### src/rtl/mul_div_unit.sv
`default_nettype none
// ============================================================================
// Module   : mul_div_unit
// Purpose  : Iterative MULT/MULTU/DIV/DIVU unit with HI/LO registers,
//            one bit per cycle (shift-add multiply, restoring divide).
//            Optional macro MDU_EARLY_OUT_EN: early multiply exit and
//            immediate divide-by-zero completion.
// Revision : 1.0  initial release
// ============================================================================
module mul_div_unit #(
  parameter int WIDTH = 32
) (
  input  logic             clk_i,
  input  logic             rst_i,
  input  logic             start_i,
  input  logic [1:0]       op_i,
  input  logic             cancel_i,
  input  logic [WIDTH-1:0] rs_data_i,
  input  logic [WIDTH-1:0] rt_data_i,
  output logic             busy_o,
  output logic             done_o,
  output logic             div_zero_o,
  output logic [WIDTH-1:0] hi_o,
  output logic [WIDTH-1:0] lo_o
);

  localparam int         c_CNT_W   = $clog2(WIDTH + 1);
  localparam logic [1:0] c_ST_IDLE = 2'd0;
  localparam logic [1:0] c_ST_RUN  = 2'd1;
  localparam logic [1:0] c_ST_DONE = 2'd2;

  logic [1:0]         r_state;
  logic [c_CNT_W-1:0] r_count;
  logic               r_is_div;
  logic               r_neg_q;
  logic               r_neg_r;
  logic               r_div_zero;
  logic [WIDTH-1:0]   r_rs_raw;
  // Multiply: r_acc = partial product, r_x = shifted multiplicand, r_y = multiplier.
  // Divide:   r_acc[WIDTH-1:0] = remainder, r_x[WIDTH-1:0] = divisor, r_y = dividend/quotient.
  logic [2*WIDTH-1:0] r_acc;
  logic [2*WIDTH-1:0] r_x;
  logic [WIDTH-1:0]   r_y;
  logic [WIDTH-1:0]   r_hi;
  logic [WIDTH-1:0]   r_lo;

  logic               w_start;
  logic               w_rs_neg;
  logic               w_rt_neg;
  logic [WIDTH-1:0]   w_rs_mag;
  logic [WIDTH-1:0]   w_rt_mag;
  logic [2*WIDTH-1:0] w_mul_acc;
  logic [WIDTH-1:0]   w_y_mul;
  logic [WIDTH:0]     w_trial;
  logic               w_ge;
  logic [WIDTH-1:0]   w_rem_next;
  logic [WIDTH-1:0]   w_quo_next;
  logic [2*WIDTH-1:0] w_prod_s;
  logic [WIDTH-1:0]   w_hi_res;
  logic [WIDTH-1:0]   w_lo_res;
  logic               w_last;

  assign w_start  = start_i & ~cancel_i;
  assign w_rs_neg = op_i[0] & rs_data_i[WIDTH-1];
  assign w_rt_neg = op_i[0] & rt_data_i[WIDTH-1];
  assign w_rs_mag = w_rs_neg ? -rs_data_i : rs_data_i;
  assign w_rt_mag = w_rt_neg ? -rt_data_i : rt_data_i;

  assign w_mul_acc = r_y[0] ? (r_acc + r_x) : r_acc;
  assign w_y_mul   = r_y >> 1;

  // Restoring step: bring in the next dividend bit and try to subtract.
  assign w_trial    = {r_acc[WIDTH-1:0], r_y[WIDTH-1]} - {1'b0, r_x[WIDTH-1:0]};
  assign w_ge       = ~w_trial[WIDTH];
  assign w_rem_next = w_ge ? w_trial[WIDTH-1:0] : {r_acc[WIDTH-2:0], r_y[WIDTH-1]};
  assign w_quo_next = {r_y[WIDTH-2:0], w_ge};

  assign w_prod_s = r_neg_q ? -w_mul_acc : w_mul_acc;

`ifdef MDU_EARLY_OUT_EN
  assign w_last = (r_count == c_CNT_W'(1)) || (!r_is_div && (w_y_mul == '0));
`else
  assign w_last = (r_count == c_CNT_W'(1));
`endif

  always_comb begin
    w_hi_res = w_prod_s[2*WIDTH-1:WIDTH];
    w_lo_res = w_prod_s[WIDTH-1:0];
    if (r_is_div) begin
      if (r_div_zero) begin
        w_hi_res = r_rs_raw;
        w_lo_res = '1;
      end else begin
        w_hi_res = r_neg_r ? -w_rem_next : w_rem_next;
        w_lo_res = r_neg_q ? -w_quo_next : w_quo_next;
      end
    end
  end

  always_ff @(posedge clk_i or posedge rst_i) begin
    if (rst_i) begin
      r_state    <= c_ST_IDLE;
      r_count    <= '0;
      r_is_div   <= 1'b0;
      r_neg_q    <= 1'b0;
      r_neg_r    <= 1'b0;
      r_div_zero <= 1'b0;
      r_rs_raw   <= '0;
      r_acc      <= '0;
      r_x        <= '0;
      r_y        <= '0;
      r_hi       <= '0;
      r_lo       <= '0;
    end else begin
      case (r_state)
        c_ST_IDLE: begin
          if (w_start) begin
            r_state    <= c_ST_RUN;
            r_count    <= c_CNT_W'(WIDTH);
            r_is_div   <= op_i[1];
            r_neg_q    <= w_rs_neg ^ w_rt_neg;
            r_neg_r    <= w_rs_neg;
            r_div_zero <= op_i[1] & (rt_data_i == '0);
            r_rs_raw   <= rs_data_i;
            r_acc      <= '0;
            r_x        <= {{WIDTH{1'b0}}, (op_i[1] ? w_rt_mag : w_rs_mag)};
            r_y        <= op_i[1] ? w_rs_mag : w_rt_mag;
`ifdef MDU_EARLY_OUT_EN
            if (op_i[1] && (rt_data_i == '0)) begin
              r_state <= c_ST_DONE;
              r_hi    <= rs_data_i;
              r_lo    <= '1;
            end
`endif
          end
        end
        c_ST_RUN: begin
          if (cancel_i) begin
            r_state <= c_ST_IDLE;
          end else begin
            r_count <= r_count - c_CNT_W'(1);
            if (r_is_div) begin
              r_acc <= {{WIDTH{1'b0}}, w_rem_next};
              r_y   <= w_quo_next;
            end else begin
              r_acc <= w_mul_acc;
              r_x   <= r_x << 1;
              r_y   <= w_y_mul;
            end
            if (w_last) begin
              r_state <= c_ST_DONE;
              r_hi    <= w_hi_res;
              r_lo    <= w_lo_res;
            end
          end
        end
        c_ST_DONE: r_state <= c_ST_IDLE;
        default:   r_state <= c_ST_IDLE;
      endcase
    end
  end

  assign busy_o     = (r_state == c_ST_RUN);
  assign done_o     = (r_state == c_ST_DONE);
  assign div_zero_o = (r_state == c_ST_DONE) & r_div_zero;
  assign hi_o       = r_hi;
  assign lo_o       = r_lo;

endmodule
`default_nettype wire

### config.mk
export PLATFORM = sky130hd
export DESIGN_NAME = mul_div_unit
export DESIGN_NICKNAME = d
export VERILOG_FILES = /design/src/rtl/mul_div_unit.sv
export SDC_FILE = /design/constraint.sdc
export NUM_CORES = 1
export LEC_CHECK = 0
export BUFFER_PORTS_ARGS = -buffer_cell sky130_fd_sc_hd__clkbuf_2
export CORE_ASPECT_RATIO = 1.4
export CORE_MARGIN = 3
export CORE_UTILIZATION = 40
export DETAILED_ROUTE_END_ITERATION = 7
export SLEW_MARGIN = 25
export SYNTH_ARGS = -nofsm -noshare
export SYNTH_HDL_FRONTEND = slang
export SYNTH_SLANG_ARGS = --single-unit
### constraint.sdc
create_clock -name clk_i -period 25.5 [get_ports clk_i]
set_input_delay 3.825 -clock clk_i [delete_from_list [all_inputs] [get_ports clk_i]]
set_output_delay 3.825 -clock clk_i [all_outputs]
set_load 0.005 [all_outputs]
==> impl_metrics.ini, run 1 <==
[routing]
ant_nets = 0
drt_iter0_markers = 2775
via_per_inst = 6.355
drt_wl_total_um = 106000
wl_per_cell_um = 25.93
drc_errors = 0
first_pass_iters = 7
num_vias = 25970

[min_path]
hold_end = lo_o[9]
hold_path_class = reg2reg
holdPathStages = 2
hp-start = lo_o[9]

[die]
die_h_um = 300.6
die_w_um = 216.4
ios = 137
row_count = 107
core_um2 = 61050
die_area_um2 = 65050
start_util_pct = 40.61

[layout]
nFillCells = 6334
drive_gt1_share_pct = 9.758
layout_common_cells = nand2_1 (462), a21oi_1 (274), dfrtp_1 (265)
diodes = 0
fin_cells = 4086
final_nets = 3416
synthToLayoutAreaGrowth_pct = 10.06
layout_commonest_cell = nand2_1

[critical_path]
reg2reg_from = r_y[31]
critPathLaunchType = flop
arrival_ns = 7.13
r2r_end = hi_o[30]
crit_fanout = 33
r2r_cells = 24
required_ns = 25.95
r2r_slack_ns = 18.83
critPathKind = reg2reg
crit_path_start = r_y[31]
endpoint_kind = flop

[clock_tree]
clk_latency_ns = 0.58
numCtsBuffers = 35
path_clk_slew_ns = 0.06
cts-root-buf = clkbuf_16
hold_buffers = 0
cts_tree = built
cts_setup_buffers = 0
clock_sinks = 268
clockBufferDepth = 3
h-tree-depth = 2
cts_resized = 0

[run_status]
status = finished, final reports clean

[global_route]
grt_pass1_wl_um = 156900
grtUsageTotal_pct = 31.50
grt_max_degree = 158
grt-ovfl-total = 0
grt_antenna_before_repair = 2
grt_pass1_vias = 24640

[timing]
worstMarginPinSlew_ns = 1.048
final-hold-violation-count = 0
period_needed_ns = 6.674
rsz0062_at_grt = no
slew_headroom_pct = 29.96
finalSetupViolCount = 0
finClkSkew_ns = 0.02265
hold_slack_ns = 0.4789
clock.fmax_mhz = 149.8
setup_tns_ns = 0
finalCritPeriodShare_pct = 26.17
timing.final.max_slew_violations = 0

[synthesis]
synth_area_um2 = 24790
async_flop_share_pct = 100.0
postSynthCellCount = 3232
yosys_warnings = 0
synth_cell_type_count = 108
synth_nets = 3406
ys_seq_elements = 268
synth_edf_count = 0
seq_area_frac_synth_pct = 27.05
synth_ff_type = dfrtp_1
avgSynthCellArea_um2 = 7.671

[job]
maxCapViolCount = 0

[pwr]
power_density_nw_per_um2 = 141.7
vdd_drop_max_uv = 78.42
p_leak_nw = 11.61

[placed_design]
placed_cells = 4022
dp_hpwl_um = 81640
portBuffers = 136
gp_congestion = 1.041
## logic make-up (layout without fill, tap and decap cells)
family,after synthesis,in the layout,synth area share [%]
xor+xnor,216,216,7.630
mux,133,133,5.475
buf+inv,287,324,4.400
simple gates,1156,1156,21.95
fa+ha+maj,104,104,5.309
compound gates,1068,1068,28.19
flops,268,268,27.05
## synthesized netlist by cell type, types with 23 or more instances
| master | count | area (µm²) |
|---|---|---|
| nand2_1 | 465 | 1745 |
| inv_1 | 79 | 296.5 |
| mux2i_1 | 115 | 1151 |
| buf_1 | 26 | 97.59 |
| nor4_1 | 34 | 212.7 |
| nor2_1 | 258 | 968.4 |
| o31ai_1 | 44 | 330.3 |
| or3_1 | 23 | 143.9 |
| dfrtp_1 | 268 | 6706 |
| nand3_1 | 58 | 290.3 |
| o21ai_0 | 246 | 1231 |
| a31oi_1 | 38 | 237.7 |
| and2_1 | 33 | 206.5 |
| xnor2_1 | 119 | 1042 |
| xor2_1 | 97 | 849.6 |
| a211oi_1 | 64 | 480.5 |
| a21o_1 | 39 | 292.8 |
| nand2b_1 | 29 | 181.4 |
| clkbuf_1 | 166 | 623.1 |
| o21a_1 | 25 | 187.7 |
| nor3_1 | 83 | 415.4 |
| and3_1 | 34 | 212.7 |
| nand4_1 | 33 | 206.5 |
| ha_1 | 102 | 1276 |
| a21oi_1 | 275 | 1376 |
| a22o_1 | 65 | 569.3 |
| o211ai_1 | 38 | 285.3 |
| o22ai_1 | 39 | 244.0 |
## layout make-up
class                      instances  area, µm²  area share, %
multi-input combinational       2677      17040          62.46
sequential                       268       6715          24.61
tap                              817       1022          3.746
timing repair buffer             176      993.5          3.641
clock buffer                      44      960.9          3.521
inverter                          84      322.8          1.183
clock inverter                    20      229.0         0.8391
## critical path, stage by stage, from the launching register on
cell and delay [ns]:
dfrtp_1 0.43, inv_1 0.10, ha_1 0.22, fa_1 0.41, nand2b_1 0.22, a2111o_1 0.45, a21o_1 0.19, a211o_1 0.35
a21o_1 0.24, nand3_1 0.10, nand2_1 0.19, or2_2 0.48, buf_4 0.33, o21ai_0 0.35, ha_1 0.29, inv_1 0.11
or3_1 0.40, nand2b_1 0.15, nor4b_1 0.30, mux2_2 0.35, nand2_1 0.10, o211ai_1 0.19, o41ai_1 0.10, a211oi_1 0.36
o211ai_1 0.14
## stage by stage
stage | worst slack [ns] | cell area [µm²] | total power (W) | utilization, %
after floorplan | 14.29 | 24790 | 0.002349 | -
after global placement | 18.43 | 26100 | 0.003256 | 42.75
after detailed placement | 18.39 | 26100 | 0.003255 | 42.75
after CTS | 18.96 | 27290 | 0.003795 | 44.70
after global routing | 18.45 | 27290 | 0.004049 | 44.70
final | 18.83 | 27290 | 0.003866 | 44.70
## sequential cells by signal, indices dropped and copies added, names as in the netlist
register    flops
r_is_div        1
r_acc          64
lo_o           32
r_state         2
r_x            64
r_count         6
r_div_zero      1
hi_o           32
r_y            32
r_rs_raw       32
r_neg_q         1
r_neg_r         1
## routing by layer
layer,GRT usage (%),vias to the layer above,routed length [µm],share of wire (%)
met1,37.32,12450,39840,38
li1,-,11920,-,-
met2,51.24,1204,48630,46
met5,0,-,0,0
met4,24.59,0,10150,9.6
met3,4.633,397,7344,6.9
## worst max path at each step
stage                           to  slack (ns)  cells after the start
after global placement     r_x[30]       18.43                     12
after global routing      hi_o[28]       18.45                     24
final                     hi_o[30]       18.83                     24
after detailed placement   r_x[30]       18.39                     12
after CTS                 hi_o[30]       18.96                     24
after floorplan            hi_o[0]       14.29                      1
## where the power goes
part | internal, W | switching, W
Combinational | 0.000854 | 0.00169
Clock | 0.000310 | 0.000220
Sequential | 0.000553 | 0.000235
Note: power is estimated with default switching activity, not from simulation.
==> inputs of run 2 (changes only) <==
--- a/config.mk
+++ b/config.mk
@@ -5,6 +5,7 @@
 export SDC_FILE = /design/constraint.sdc
 export NUM_CORES = 1
 export LEC_CHECK = 0
+export ABC_AREA = 1
 export BUFFER_PORTS_ARGS = -buffer_cell sky130_fd_sc_hd__clkbuf_2
 export CORE_ASPECT_RATIO = 1.4
 export CORE_MARGIN = 3
==> constraint.sdc (replaced) <==
create_clock -name clk_i -period 5.8 [get_ports clk_i]
set_input_delay 0.87 -clock clk_i [delete_from_list [all_inputs] [get_ports clk_i]]
set_output_delay 0.87 -clock clk_i [all_outputs]
set_load 0.005 [all_outputs]
==> impl_metrics.ini, run 2 <==
[run_status]
status = finished with violations
violations = design-rule violations

[pwr]
p_leak_nw = 16.36
vdd_drop_max_uv = 359.2
pwr-share-comb_pct = 70.0
clkPwrFrac_pct = 12.7
pwr-share-seq_pct = 17.4
finalPower_w = 0.01873
switching_share_pct = 60.12
power_density_nw_per_um2 = 621.5
p_int_w = 0.007469
switchingPower_w = 0.01126

[global_route]
grtUsageTotal_pct = 37.27
grt_max_degree = 136
grt_pass1_wl_um = 196600
grt_pass1_vias = 30720
grt_antenna_before_repair = 7
grt-ovfl-total = 0

[synthesis]
synth_area_leader_cell = dfrtp_1
synth.area.top_cells = dfrtp_1 (24%), nand2_1 (23%), inv_1 (9.9%)
synthAdderAreaFrac_pct = 4.792
synth_ff_type = dfrtp_1
synth_edf_count = 0
synth_cell_type_count = 60
synth_mux_area_share_pct = 0
synth_xor_area_share_pct = 2.519
yosys_warnings = 0
seq_area_frac_synth_pct = 24.42
synth_nets = 4910
avgSynthCellArea_um2 = 5.799
async_flop_share_pct = 100.0
ys_seq_elements = 268
synthSimpleGateAreaFrac_pct = 39.69
synth_area_um2 = 27470
synth_compound_area_share_pct = 15.89
yosysMostFrequentCell = nand2_1
postSynthCellCount = 4736
synth_top_family_by_area = simple AND/OR/NAND/NOR gates
synth_top_area_share_pct = 24.42
ys_top_cells_by_count = nand2_1 (1655), inv_1 (728), nor2_1 (435), nand3_1 (355), o21ai_0 (271)

[clock_tree]
hold_buffers = 0
clockBufferDepth = 3
cts_resized = 0
clk_latency_ns = 0.58
numCtsBuffers = 35
path_clk_slew_ns = 0.06
clock_sinks = 268
cts-root-buf = clkbuf_16
cts_tree = built
h-tree-depth = 2
cts_setup_buffers = 0

[die]
die_h_um = 316.0
core_um2 = 67870
start_util_pct = 40.47
die_w_um = 227.5
die_area_um2 = 71890
ios = 137
row_count = 113

[layout]
fin_util_pct = 44.40
final_nets = 4962
largestRegisters = r_acc x64, r_x x64
layout_common_cells = nand2_1 (1654), inv_1 (724), nor2_1 (429)
layout_commonest_cell = nand2_1
fin_cells = 5679
synthToLayoutAreaGrowth_pct = 9.717
drive_gt1_share_pct = 7.064
nFillCells = 7709

[routing]
num_vias = 32000
drt_iter0_markers = 2991
first_pass_iters = 8
wl_per_cell_um = 23.90
drc_errors = 5
via_per_inst = 5.635
drt_wl_total_um = 135700
ant_nets = 0

[job]
maxCapViolCount = 0

[timing]
timing.final.max_slew_violations = 0
clock.fmax_mhz = 210.3
finalCritPeriodShare_pct = 81.99
period_needed_ns = 4.756
rsz0062_at_grt = no
setup_tns_ns = 0
finClkSkew_ns = 0.02672
worstMarginPinSlew_ns = 1.103
hold_slack_ns = 0.4712
final-hold-violation-count = 0
finalSetupViolCount = 0
slew_headroom_pct = 25.68

[critical_path]
endpoint_kind = flop
reg2reg_from = r_acc[18]
arrival_ns = 5.22
critPathKind = reg2reg
crit_fanout = 6
critPathLaunchType = flop
crit_path_start = r_acc[18]
required_ns = 6.26

[min_path]
hold_path_class = in2async

[placed_design]
placed_cells = 5612
portBuffers = 136
gp_congestion = 1.047
dp_hpwl_um = 108600
[run 2: final cells by class]
| type | instances | area (µm²) | area share [%] |
|---|---|---|---|
| inverter | 746 | 2804 | 9.305 |
| antenna | 4 | 10.01 | 0.03322 |
| timing repair buffer | 174 | 1007 | 3.342 |
| multi-input combinational | 3563 | 17320 | 57.47 |
| sequential | 268 | 6713 | 22.28 |
| tap | 862 | 1079 | 3.579 |
| clock inverter | 15 | 231.5 | 0.7681 |
| clock buffer | 47 | 970.9 | 3.222 |
[run 2: stage by stage]
| step | instance area, µm² | setup WS [ns] |
|---|---|---|
| final | 30130 | 1.044 |
| after global routing | 30120 | 0.5721 |
| after CTS | 30100 | 1.095 |
| after detailed placement | 28900 | 1.107 |
| after global placement | 28900 | 1.232 |
| after floorplan | 27470 | 1.391 |
[run 2: per-layer routing]
| metal | GRT usage (%) | part of all wire [%] |
|---|---|---|
| met1 | 37.91 | 34 |
| met2 | 61.65 | 46 |
| met3 | 7.982 | 6.7 |
| met4 | 38.12 | 13 |
| met5 | 0 | 0.018 |
[run 2: path summary, 6_finish.rpt]
kind	depth (start not counted)	slack (ns)	end
max in group asynchronous	3	4.49	r_is_div
min in group clk_i	2	0.48	hi_o[23]
setup reg to reg	24	1.04	lo_o[28]
hold / removal	3	0.47	r_acc[59]
hold reg to reg	2	0.48	hi_o[23]
setup / recovery	24	1.04	lo_o[28]
[run 2: kinds of logic after synthesis]
group                      Yosys count
buffers and inverters              905
and+or+nand+nor                   2640
xor gates and xnor gates            79
DFF                                268
adders and majority gates          104
AOI/OAI and AO/OA                  740
[run 2: power by group through the flow]
stage,clock network [W],logic [W],registers [W]
2_1_floorplan,0,0.00848,0.00295
3_3_place_gp,0,0.0127,0.00324
3_5_place_dp,0,0.0127,0.00325
4_1_cts,0.00239,0.0128,0.00322
5_1_grt,0.00245,0.0142,0.00330
6_report,0.00237,0.0131,0.00325
[run 2: worst max-delay path: stages, from the launching register on]
cell       delay [ns]
dfrtp_1          0.47
ha_1             0.40
a21oi_1          0.22
nand2_1          0.10
nand2_1          0.07
nand2_1          0.07
a21oi_2          0.34
nand3_2          0.21
nand2_4          0.11
ha_1             0.19
nand3_1          0.15
nor3_2           0.33
nand4_1          0.19
inv_1            0.14
nand3_1          0.12
nor3_1           0.41
nand3_1          0.24
o21ai_1          0.24
nand2_1          0.09
a21oi_1          0.12
o21ai_0          0.10
nand2_1          0.08
o2111ai_1        0.10
o21ai_0          0.11
inv_1            0.06
